<file path="src/rtl/colour_seq.sv">
// Colour sequence store, LFSR colour generator and player-input checker.
// Define SEQ_FIXED_SEED_EN to seed the generator from SEED_INIT on every start.
module colour_seq #(
  parameter int          MAX_LEN   = 32,
  parameter logic [15:0] SEED_INIT = 16'hACE1
) (
  input  logic       clk,
  input  logic       reset,
  input  logic       rst_seedgen,
  input  logic       start,
  input  logic       load_colour,
  input  logic       flash_clk,
  input  logic [5:0] check_round,
  input  logic [5:0] current_round,
  input  logic [3:0] player_input,
  output logic       result,
  output logic [3:0] leds,
  output logic [5:0] seq_len,
  output logic       full
);

  localparam logic [5:0] LEN = 6'(MAX_LEN);

  function automatic logic [15:0] lfsr_step(input logic [15:0] s);
    return {s[14:0], s[15] ^ s[13] ^ s[12] ^ s[10]};
  endfunction

  logic [15:0] seed;
  logic [15:0] gen;
  logic [15:0] gen_init;
  logic        seed_run;
  logic [1:0]  mem [MAX_LEN];
  logic        fail_flag;
  logic [3:0]  last_input;
  logic [5:0]  idx;
  logic        idx_ok;
  logic [1:0]  colour;
  logic [3:0]  target;
  logic        hit;
  logic        wr;
  logic        pressed;

  assign full    = (seq_len == LEN);
  assign idx     = current_round - check_round;
  assign idx_ok  = (check_round != 6'd0) &&
                   (check_round <= current_round) &&
                   (idx < seq_len);
  assign target  = 4'b0001 << colour;
  assign hit     = idx_ok && (player_input == target);
  assign pressed = (player_input != 4'd0);
  assign wr      = load_colour && !full && !start && !rst_seedgen;

`ifdef SEQ_FIXED_SEED_EN
  assign gen_init = SEED_INIT;
`else
  assign gen_init = (seed == 16'd0) ? 16'h0001 : seed;
`endif

  always_comb begin
    colour = 2'd0;
    for (int i = 0; i < MAX_LEN; i++) begin
      if (idx == 6'(i)) colour = mem[i];
    end
  end

  always_comb begin
    leds = 4'd0;
    if (flash_clk) begin
      if (fail_flag)   leds = last_input;
      else if (idx_ok) leds = target;
    end
  end

  // Seed free-runs from rst_seedgen until start, so game start timing picks the sequence
  always_ff @(posedge clk or negedge reset) begin
    if (!reset) begin
      seed     <= SEED_INIT;
      seed_run <= 1'b0;
    end else if (rst_seedgen) begin
      seed     <= SEED_INIT;
      seed_run <= 1'b1;
    end else if (start) begin
      seed_run <= 1'b0;
    end else if (seed_run) begin
      seed     <= lfsr_step(seed);
    end
  end

  always_ff @(posedge clk or negedge reset) begin
    if (!reset) begin
      gen     <= 16'h0001;
      seq_len <= 6'd0;
    end else if (rst_seedgen) begin
      gen     <= gen;
    end else if (start) begin
      gen     <= gen_init;
      seq_len <= 6'd0;
    end else if (wr) begin
      gen     <= lfsr_step(gen);
      seq_len <= seq_len + 6'd1;
    end
  end

  // Colour storage survives start; only written entries are ever read back
  always_ff @(posedge clk) begin
    for (int i = 0; i < MAX_LEN; i++) begin
      if (wr && seq_len == 6'(i)) mem[i] <= gen[1:0];
    end
  end

  always_ff @(posedge clk or negedge reset) begin
    if (!reset) begin
      result     <= 1'b0;
      last_input <= 4'd0;
      fail_flag  <= 1'b0;
    end else begin
      if (pressed) begin
        result     <= hit;
        last_input <= player_input;
      end
      if (rst_seedgen || start) fail_flag <= 1'b0;
      else if (pressed && !hit) fail_flag <= 1'b1;
    end
  end

endmodule

</file>
<file path="config.mk">
export PLATFORM = sky130hd
export DESIGN_NAME = colour_seq
export DESIGN_NICKNAME = d
export VERILOG_FILES = /design/src/rtl/colour_seq.sv
export SDC_FILE = /design/constraint.sdc
export NUM_CORES = 1
export LEC_CHECK = 0
export BUFFER_PORTS_ARGS = -buffer_cell sky130_fd_sc_hd__buf_2
export CAP_MARGIN = 20
export CORE_UTILIZATION = 40
export CTS_BUF_LIST = sky130_fd_sc_hd__clkbuf_16
export DETAILED_ROUTE_END_ITERATION = 16
export PLACE_DENSITY_LB_ADDON = 0.2
export SYNTH_ARGS = -nofsm -noshare
export SYNTH_HDL_FRONTEND = slang
export SYNTH_SLANG_ARGS = --single-unit
</file>
<file path="constraint.sdc">
create_clock -name clk -period 4.4 [get_ports clk]
set_clock_uncertainty 0.2 [all_clocks]
set_input_delay 0.66 -clock clk [delete_from_list [all_inputs] [get_ports clk]]
set_output_delay 0.66 -clock clk [all_outputs]
set_load 0.05 [all_outputs]
</file>
==> results.toml, run 1 <==
[setup_path]
rr_endpoint = "mem[1][4]$_DFFE_PP_"
reg2reg_from = "seq_len[0]$_DFFE_PN0P_"
reg2reg_depth = 7
critPathCapture = "leds[0]"
worst_ep_required_time_ps = 3540
crit_path_start = "current_round[0]"
critical_path_class = "in2out"
path_max_fanout = 12
reg2reg_slack_ps = 1460
cp-start-kind = "primary input"
crit_path_end_kind = "output port"
arrival_ps = 3580

[finish]
final_common_cell = "nand2_1"
multi_input_area_mm2 = 0.00251
area_growth_pct = 19.1
n_fill_cell = 1264
layout-drive-gt1-share_pct = 20.8
nNetsFinal = 634
regArea_mm2 = 0.00306
finalInstanceArea_mm2 = 0.00670
finish.utilization_pct = 49.8
final_cell_count_no_fill = 777
most-common-layout-cells = "76 x nand2_1, 74 x nor2_1, 64 x edfxtp_1"
n_antenna_cell = 0

[detailed_routing]
vias_per_cell = 5.56
drcViolationCount = 0
drt_iter0_drc = 293
routed_wl_um = 13600
drt.antenna.violating_nets = 0
vias = 4318
drt-wirelength-per-cell_um = 17.5
first_pass_iters = 4

[timing]
period_needed_ps = 4440
finalCritPeriodShare_pct = 101
drv_slew = 0
rsz0062_at_grt = "yes"
worst_slew_pin_slew_ps = 1080
finalWorstSetupSlack_ps = -36.1
holdWs_ps = 291
slew_headroom_pct = 28.2
setup_violations = 2
hold_viol_final = 0
fmax_mhz = 225

[power]
powerDensity_mw_per_mm2 = 403
vdd.ir_drop.worst_mv = 0.179
total_power_w = 0.00270
p_leak_nw = 2.65

[clocking]
clock_sinks = 109
cts_buffers = 9
clkTransAtPathRegs_ps = 80
clock_latency_ps = 360
cts_buffer_depth = 2
tritoncts = "built"
cts_root_buffer = "clkbuf_16"
htree_num_levels = 3

[die]
fp.dieH_um = 121
start_util_pct = 41.8
die_area_mm2 = 0.0145
io_pins = 34
core_area_mm2 = 0.0135
floorplan.rows = 42
die_w_um = 121

[synthesis]
synthesis.area_mm2 = 0.00562
synthArstFlopShare_pct = 41.3
synthCells = 536
netlist_top_cells_area = "edfxtp_1 34%, dfrtp_1 16%, nand2_1 5.1%, nor2_1 4.9%, dfstp_2 4.2%"
yosysUniqueCellTypes = 63
ys_seq_area_share_pct = 54.4
yosys_warnings = 0
synth-edff-count = 64
synth_top_area_cell = "edfxtp_1"
synth_ff_type = "edfxtp_1"
ys_seq_elements = 109
yosys.area.top_type_share_pct = 34.2
syn-num-nets = 574
synth_area_per_cell_um2 = 10.5

[placed_design]
gp_congestion = 0.870
place_inst = 755
postPlaceCellArea_mm2 = 0.00627
detailed_place_hpwl_um = 9390
portBuffers = 33

[run_status]
violations = "setup timing"
status = "finished, violations left"

[hold_path]
hp-class = "reg2reg"
min_from = "gen[6]$_DFFE_PN0P_"

[global_routing]
grt_pass1_wl_um = 21600
grt_usage_pct = 19.4
grt_start_max_net_pins = 46
overflow = 0
antenna_found_initial = 0
first_global_vias = 4239

[flow_run]
drv_cap = 0
## synth_stat cells (3+ instances only)
master    instances
nand2b_1          6
xor2_1            3
clkbuf_1         13
edfxtp_1         64
nand3b_1          8
nor3_1            6
nor2_1           74
and3_1            4
nor2b_1           9
mux4_2            3
buf_2             6
mux2_2            5
nand4_1           6
o22ai_1           5
a31oi_1           3
nor4_1            5
ha_1             15
a21o_1            4
xnor2_1          10
a221oi_1          9
dfstp_2           9
dfrtp_1          36
inv_1            22
mux2i_1          23
o211ai_1          3
a21oi_1          22
a211o_1           3
nand3_1          14
nand2_1          77
o21ai_0          23
## where the power goes
group          leakage, nW  switching [W]  internal [W]  total (W)
clock                0.141       0.000380      0.000388   0.000767
combinational         1.38       0.000374      0.000282   0.000657
sequential            1.13      0.0000934       0.00118    0.00128
## logic make-up (layout without fill, tap and decap cells)
family	count (synthesis)	in the layout	synth area share, %
XOR/XNOR	14	14	2.51
buffers and inverters	45	110	3.14
AND/OR/NAND/NOR	220	220	17.7
multiplexers	31	31	6.30
AO/OA/AOI/OAI	101	101	12.3
flip-flops	109	109	54.4
adder cells (fa/ha/maj)	16	16	3.69
## how the worst min path moves through the flow
stage / endpoint / cells after the start / slack [ps]
6_report: gen[6]$_DFFE_PN0P_ / 2 / 290
5_1_grt: seed[7]$_DFFE_PN1P_ / 2 / 330
4_1_cts: gen[7]$_DFFE_PN0P_ / 2 / 300
3_5_place_dp: gen[7]$_DFFE_PN0P_ / 2 / 280
3_3_place_gp: gen[4]$_DFFE_PN0P_ / 2 / 270
2_1_floorplan: fail_flag$_DFFE_PN0P_ / 0 / 160
## what timing repair did
action / CTS / global route
endpoints found under the hold margin: 0 / 5
setup endpoints to repair: 4 / 4
resized for setup: 15 / 6
pin swaps: 7 / 3
hold buffers: 0 / 1
buffers inserted: 2 / 1
cloned: 0 / 1
## critical path, cell delays in order
cell and delay (ps):
buf_8 90, inv_12 30, ha_4 150, fa_2 620
buf_12 170, nor2b_1 370, nand2_1 100, a21oi_1 190
and3_1 170, o21ai_0 70, buf_4 150, a31oi_4 190
buf_4 200, nor4b_4 60, a21oi_2 160, nor2b_4 60
buf_8 140
## per-layer routing
layer  wire, um  up-vias  track usage, %
met5          0        -               0
met4        332        0            9.10
met3        648       27            3.07
met2       6560      110            31.3
met1       6030     2126            25.5
li1           -     2055               -
## sequential cells by signal, summed over array words and instances, names as in the netlist
name / cells
mem: 64
gen: 16
seed: 16
seq_len: 6
last_input: 4
fail_flag: 1
result: 1
seed_run: 1
## per-stage QoR
stage | worst slack [ps] | TNS (ps)
after floorplan | -62.6 | -117
after global placement | -291 | -1020
after detailed placement | -312 | -1100
after CTS | -33.9 | -70.0
after global routing | -166 | -518
final | -36.1 | -52.9
## area by class of cell
| class | count | area share (%) |
|---|---|---|
| multi-input combinational | 382 | 37.4 |
| tap | 176 | 3.29 |
| sequential | 109 | 45.7 |
| clock inverter | 7 | 0.728 |
| timing repair buffer | 69 | 7.90 |
| clock buffer | 9 | 3.36 |
| inverter | 25 | 1.62 |
(Power assumes the default switching activity.)
==> run 2: changes to the inputs <==
- ABC_AREA: not set -> 1
==> results.toml, run 2 <==
[clocking]
clock_sinks = 109
cts_root_buffer = "clkbuf_16"
cts_buffers = 9
tritoncts = "built"
clock_latency_ps = 370
cts_buffer_depth = 2
clkTransAtPathRegs_ps = 70
htree_num_levels = 3

[placed_design]
detailed_place_hpwl_um = 9870
portBuffers = 33
gp_congestion = 0.953
place_ws_ps = -776

[timing]
setup_violations = 4
rsz0062_at_grt = "yes"
drv_slew = 0
finalWorstSetupSlack_ps = -483
fmax_mhz = 205
finalCritPeriodShare_pct = 111
worst_slew_pin_slew_ps = 657
period_needed_ps = 4880
holdWs_ps = 320
slew_headroom_pct = 56.1
hold_viol_final = 0

[finish]
final_common_cell = "nand2_1"
regMostFlops = "mem"
n_fill_cell = 1278
regArea_mm2 = 0.00306
layout-drive-gt1-share_pct = 24.2
multi_input_area_mm2 = 0.00243
n_antenna_cell = 0
most-common-layout-cells = "127 x nand2_1, 87 x inv_1, 64 x edfxtp_1"
nNetsFinal = 774
area_growth_pct = 25.4
reg_top3 = "mem: 64 flops, gen: 16 flops, seed: 16 flops"
largest_reg_flops = 64

[setup_path]
reg2reg_slack_ps = 1270
critical_path_class = "in2out"
arrival_ps = 4020
reg2reg_from = "mem[0][0]$_DFFE_PP_"
crit_family = "simple AND/OR/NAND/NOR gates"
crit_buf_inv = 5
path_max_fanout = 5
crit_path_start = "current_round[0]"
cp_num_cells = 33
worst_ep_required_time_ps = 3540
crit_path_frequent_cell = "nand2_1"
cp-start-kind = "primary input"
reg2reg_depth = 31
critPathCapture = "leds[1]"
slowest_delay_ps = 340
cp_slowest_cell = "fa_2"
rr_endpoint = "result$_DFFE_PN0N_"
crit_path_end_kind = "output port"

[die]
start_util_pct = 40.9
core_area_mm2 = 0.0139
die_w_um = 121
io_pins = 34
fp.dieH_um = 121
floorplan.rows = 43
die_area_mm2 = 0.0147

[detailed_routing]
vias = 4796
vias_per_cell = 5.21
drcViolationCount = 0
routed_wl_um = 14300
first_pass_iters = 5
drt.antenna.violating_nets = 0
drt_iter0_drc = 350
drt-wirelength-per-cell_um = 15.5

[synthesis]
synthesis.area_mm2 = 0.00568
synth.most_common_cell = "nand2_1"
synthTopCellsByCount = "133 x nand2_1, 88 x inv_1, 66 x nor2_1"
netlist_top_cells_area = "edfxtp_1 34%, dfrtp_1 16%, nand2_1 8.8%, inv_1 5.8%, nor2_1 4.4%"
synth_ff_type = "edfxtp_1"
synthArstFlopShare_pct = 41.3
ys_seq_elements = 109
ys_seq_area_share_pct = 53.8
synth_top_area_cell = "edfxtp_1"
yosys.area.top_type_share_pct = 33.8
yosysUniqueCellTypes = 43
yosys_warnings = 0
synth-edff-count = 64
synth_area_per_cell_um2 = 8.89
syn-num-nets = 677
synthCells = 639

[global_routing]
grt_usage_pct = 20.7
first_global_vias = 4673
grt_start_max_net_pins = 46
overflow = 0
grt_pass1_wl_um = 23100
antenna_found_initial = 0

[run_status]
status = "finished, violations left"
violations = "setup timing"

[power]
powerDensity_mw_per_mm2 = 381
vdd.ir_drop.worst_mv = 0.303
p_leak_nw = 3.03

[hold_path]
hp-class = "reg2reg"

[flow_run]
drv_cap = 0
run 2: worst min path at each step:
stage	start	cells after the start	slack, ps	endpoint
2_1_floorplan	reset	0	160	fail_flag$_DFFE_PN0P_
3_3_place_gp	result$_DFFE_PN0N_	1	300	result$_DFFE_PN0N_
3_5_place_dp	result$_DFFE_PN0N_	1	310	result$_DFFE_PN0N_
4_1_cts	reset	1	290	gen[1]$_DFFE_PN0P_
5_1_grt	result$_DFFE_PN0N_	1	330	result$_DFFE_PN0N_
6_report	result$_DFFE_PN0N_	1	320	result$_DFFE_PN0N_
run 2: logic make-up (layout without fill, tap and decap cells):
kind of cell / after synthesis / in the layout / synth area share, %
AND/OR/NAND/NOR: 306 / 306 / 24.3
XOR/XNOR: 8 / 8 / 1.70
AO/OA/AOI/OAI: 93 / 93 / 9.16
adder cells (fa/ha/maj): 16 / 16 / 3.65
buffers and inverters: 107 / 209 / 7.40
flip-flops: 109 / 109 / 53.8
run 2: power by group:
part           switching (W)  internal (W)  leakage (nW)
clock               0.000400      0.000393         0.138
sequential         0.0000651       0.00118          1.11
combinational       0.000390      0.000293          1.78
total               0.000855       0.00186          3.03
run 2: final cells by class:
class | count | area share, %
sequential | 109 | 42.9
inverter | 93 | 5.04
clock inverter | 7 | 0.860
tap | 180 | 3.16
timing repair buffer | 100 | 10.8
clock buffer | 9 | 3.16
multi-input combinational | 423 | 34.1
run 2: repair_timing:
action / 4_1_cts / 5_1_grt
buffers inserted: 7 / 2
gates resized for setup: 30 / 18
pin swaps: 16 / 15
endpoints found under the setup margin: 4 / 6
endpoints found under the hold margin: 0 / 11
hold buffers: 0 / 1
run 2: metrics by stage:
stage	area [um^2]	TNS, ps	utilization (%)	total power, W	instances
final	7130	-1860	51.4	0.00272	921
after global routing	7130	-3200	51.4	0.00285	921
after CTS	6950	-1800	50.1	0.00269	916
after detailed placement	6500	-3260	46.9	0.00183	893
after global placement	6500	-2820	46.9	0.00182	893
after floorplan	5760	-174	-	0.00160	639
run 2: per-layer routing:
layer / wire length, um / vias to the layer above / GRT usage [%]
li1: - / 2339 / -
met1: 6040 / 2301 / 25.2
met2: 7190 / 127 / 36.1
met3: 747 / 29 / 4.89
met4: 320 / 0 / 6.40
met5: 0 / - / 0
==> run 3: changes to the inputs <==
--- a/config.mk
+++ b/config.mk
@@ -10,3 +10,5 @@
 export CAP_MARGIN = 20
-export CORE_UTILIZATION = 40
+export CELL_PAD_IN_SITES_DETAIL_PLACEMENT = 2
+export CELL_PAD_IN_SITES_GLOBAL_PLACEMENT = 2
+export CORE_UTILIZATION = 34
 export CTS_BUF_LIST = sky130_fd_sc_hd__clkbuf_16
==> constraint.sdc (replaced) <==
create_clock -name clk -period 4.4 [get_ports clk]
set_clock_uncertainty 0.2 [all_clocks]
set_input_delay 0.88 -clock clk [delete_from_list [all_inputs] [get_ports clk]]
set_output_delay 0.88 -clock clk [all_outputs]
set_load 0.05 [all_outputs]
==> results.toml, run 3 (synthesis gave the netlist of run 2 again) <==
[detailed_routing]
drt_iter0_drc = 185
first_pass_iters = 4
drt.antenna.violating_nets = 0
vias = 4872
routed_wl_um = 18600
vias_per_cell = 5.11
drcViolationCount = 0
drt-wirelength-per-cell_um = 19.5

[die]
die_area_mm2 = 0.0172
start_util_pct = 35.3
io_pins = 34
fp.dieH_um = 131
die_w_um = 131
floorplan.rows = 46
core_area_mm2 = 0.0161

[placed_design]
portBuffers = 33
detailed_place_hpwl_um = 13700
place_ws_ps = -1180
gp_congestion = 0.821
place_inst = 928

[power]
powerDensity_mw_per_mm2 = 385
vdd.ir_drop.worst_mv = 0.199
p_leak_nw = 3.01
total_power_w = 0.00274

[run_status]
status = "finished, violations left"
violations = "setup timing"

[setup_path]
crit_path_frequent_cell = "inv_1"
crit_buf_inv = 10
slowest_delay_ps = 390
path_cells = "buf_8 > inv_8 > ha_4 > fa_2 > nand3b_1 > nand2_2 > xor2_4 > buf_4 > inv_1 > ha_1 > nand2_1 > inv_1 > nand4_1 > inv_1 > a2111oi_1 > buf_4 > inv_1 > nor2_1 > buf_4 > nand3_2 > a21oi_4 > buf_6"
arrival_ps = 4350
worst_ep_required_time_ps = 3320
crit_path_end_kind = "output port"
cp_slowest_cell = "fa_2"
crit_family = "buffers and inverters"
critical_path_class = "in2out"
cp-start-kind = "primary input"
path_max_fanout = 4

[timing]
finalCritPeriodShare_pct = 123
period_needed_ps = 5430
drv_slew = 0
tns_ps = -4360
finalWorstSetupSlack_ps = -1030
slew_headroom_pct = 53.4
rsz0062_at_grt = "yes"
hold_viol_final = 0
setup_violations = 6
worst_slew_pin_slew_ps = 697
fmax_mhz = 184

[clocking]
cts_root_buffer = "clkbuf_16"
htree_num_levels = 3
clkTransAtPathRegs_ps = 70
tritoncts = "built"
clock_sinks = 109
cts_buffer_depth = 2
clock_latency_ps = 360
cts_buffers = 9
postCtsHoldBufs = 0

[finish]
layout-drive-gt1-share_pct = 23.6
regMostFlops = "mem"
final_cell_count_no_fill = 954
n_antenna_cell = 0
most-common-layout-cells = "129 x nand2_1, 90 x inv_1, 64 x edfxtp_1"
finish.utilization_pct = 44.2
reg_top3 = "mem: 64 flops, gen: 16 flops, seed: 16 flops"
n_fill_cell = 1801
final_common_cell = "nand2_1"
nNetsFinal = 771
area_growth_pct = 25.2
largest_reg_flops = 64

[global_routing]
antenna_found_initial = 0
grt_pass1_wl_um = 30100
grt_start_max_net_pins = 46
overflow = 0
first_global_vias = 5581
grt_usage_pct = 22.6

[hold_path]
hp-class = "in2async"

[flow_run]
drv_cap = 0
## run 3: cell types whose count changed in the layout (fill, tap and decap cells not counted), moves of 2 or more
cell	previous run	this run
inv_1	87	90
inv_4	1	4
a21oi_2	2	0
a21oi_1	42	44
nand2_1	127	129
nor2_2	5	8
nand2_2	12	10
nor2_1	61	58
buf_4	60	58
## run 3: layer usage
metal  global-route usage [%]  part of all wire (%)
met5                        0                     0
met4                     8.53                   2.4
met1                     26.8                    43
met3                     3.47                   2.8
met2                     41.1                    52
## run 3: stage by stage
stage          hold slack, ps  cell area (um^2)
5_1_grt                   142              7120
6_report                  141              7120
3_3_place_gp              273              6530
4_1_cts                   319              6970
3_5_place_dp              293              6530
2_1_floorplan             288              5760
## run 3: final timing paths
check	slack, ps	to	depth (start not counted)	start
max in group asynchronous	3360	seed[5]$_DFFE_PN1P_	2	reset
setup reg to reg	950	mem[0][5]$_DFFE_PP_	9	seq_len[0]$_DFFE_PN0P_
setup / recovery	-1030	leds[1]	22	current_round[0]
hold reg to reg	330	result$_DFFE_PN0N_	1	result$_DFFE_PN0N_
hold / removal	140	fail_flag$_DFFE_PN0P_	1	reset
min in group clk	330	result$_DFFE_PN0N_	1	result$_DFFE_PN0N_
## run 3: what timing repair did
action / CTS / global route
pin swaps: 3 / 5
setup buffers: 6 / 3
hold endpoints to repair: 0 / 0
resized for setup: 33 / 17
endpoints found under the setup margin: 6 / 6
## run 3: area by class of cell
| class | count | area [um^2] | share of cell area (%) |
|---|---|---|---|
| Sequential cell | 109 | 3060 | 43.0 |
| Multi-Input combinational cell | 423 | 2420 | 34.1 |
| Timing Repair Buffer | 97 | 734 | 10.3 |
| Inverter | 93 | 362 | 5.08 |
| Tap cell | 216 | 270 | 3.80 |
| Clock buffer | 9 | 225 | 3.17 |
| Clock inverter | 7 | 41.3 | 0.580 |
## run 3: report_power, final
group	leakage (nW)	internal [W]	switching, W
registers	1.11	0.00118	0.0000722
clock network	0.144	0.000383	0.000393
logic	1.76	0.000289	0.000430
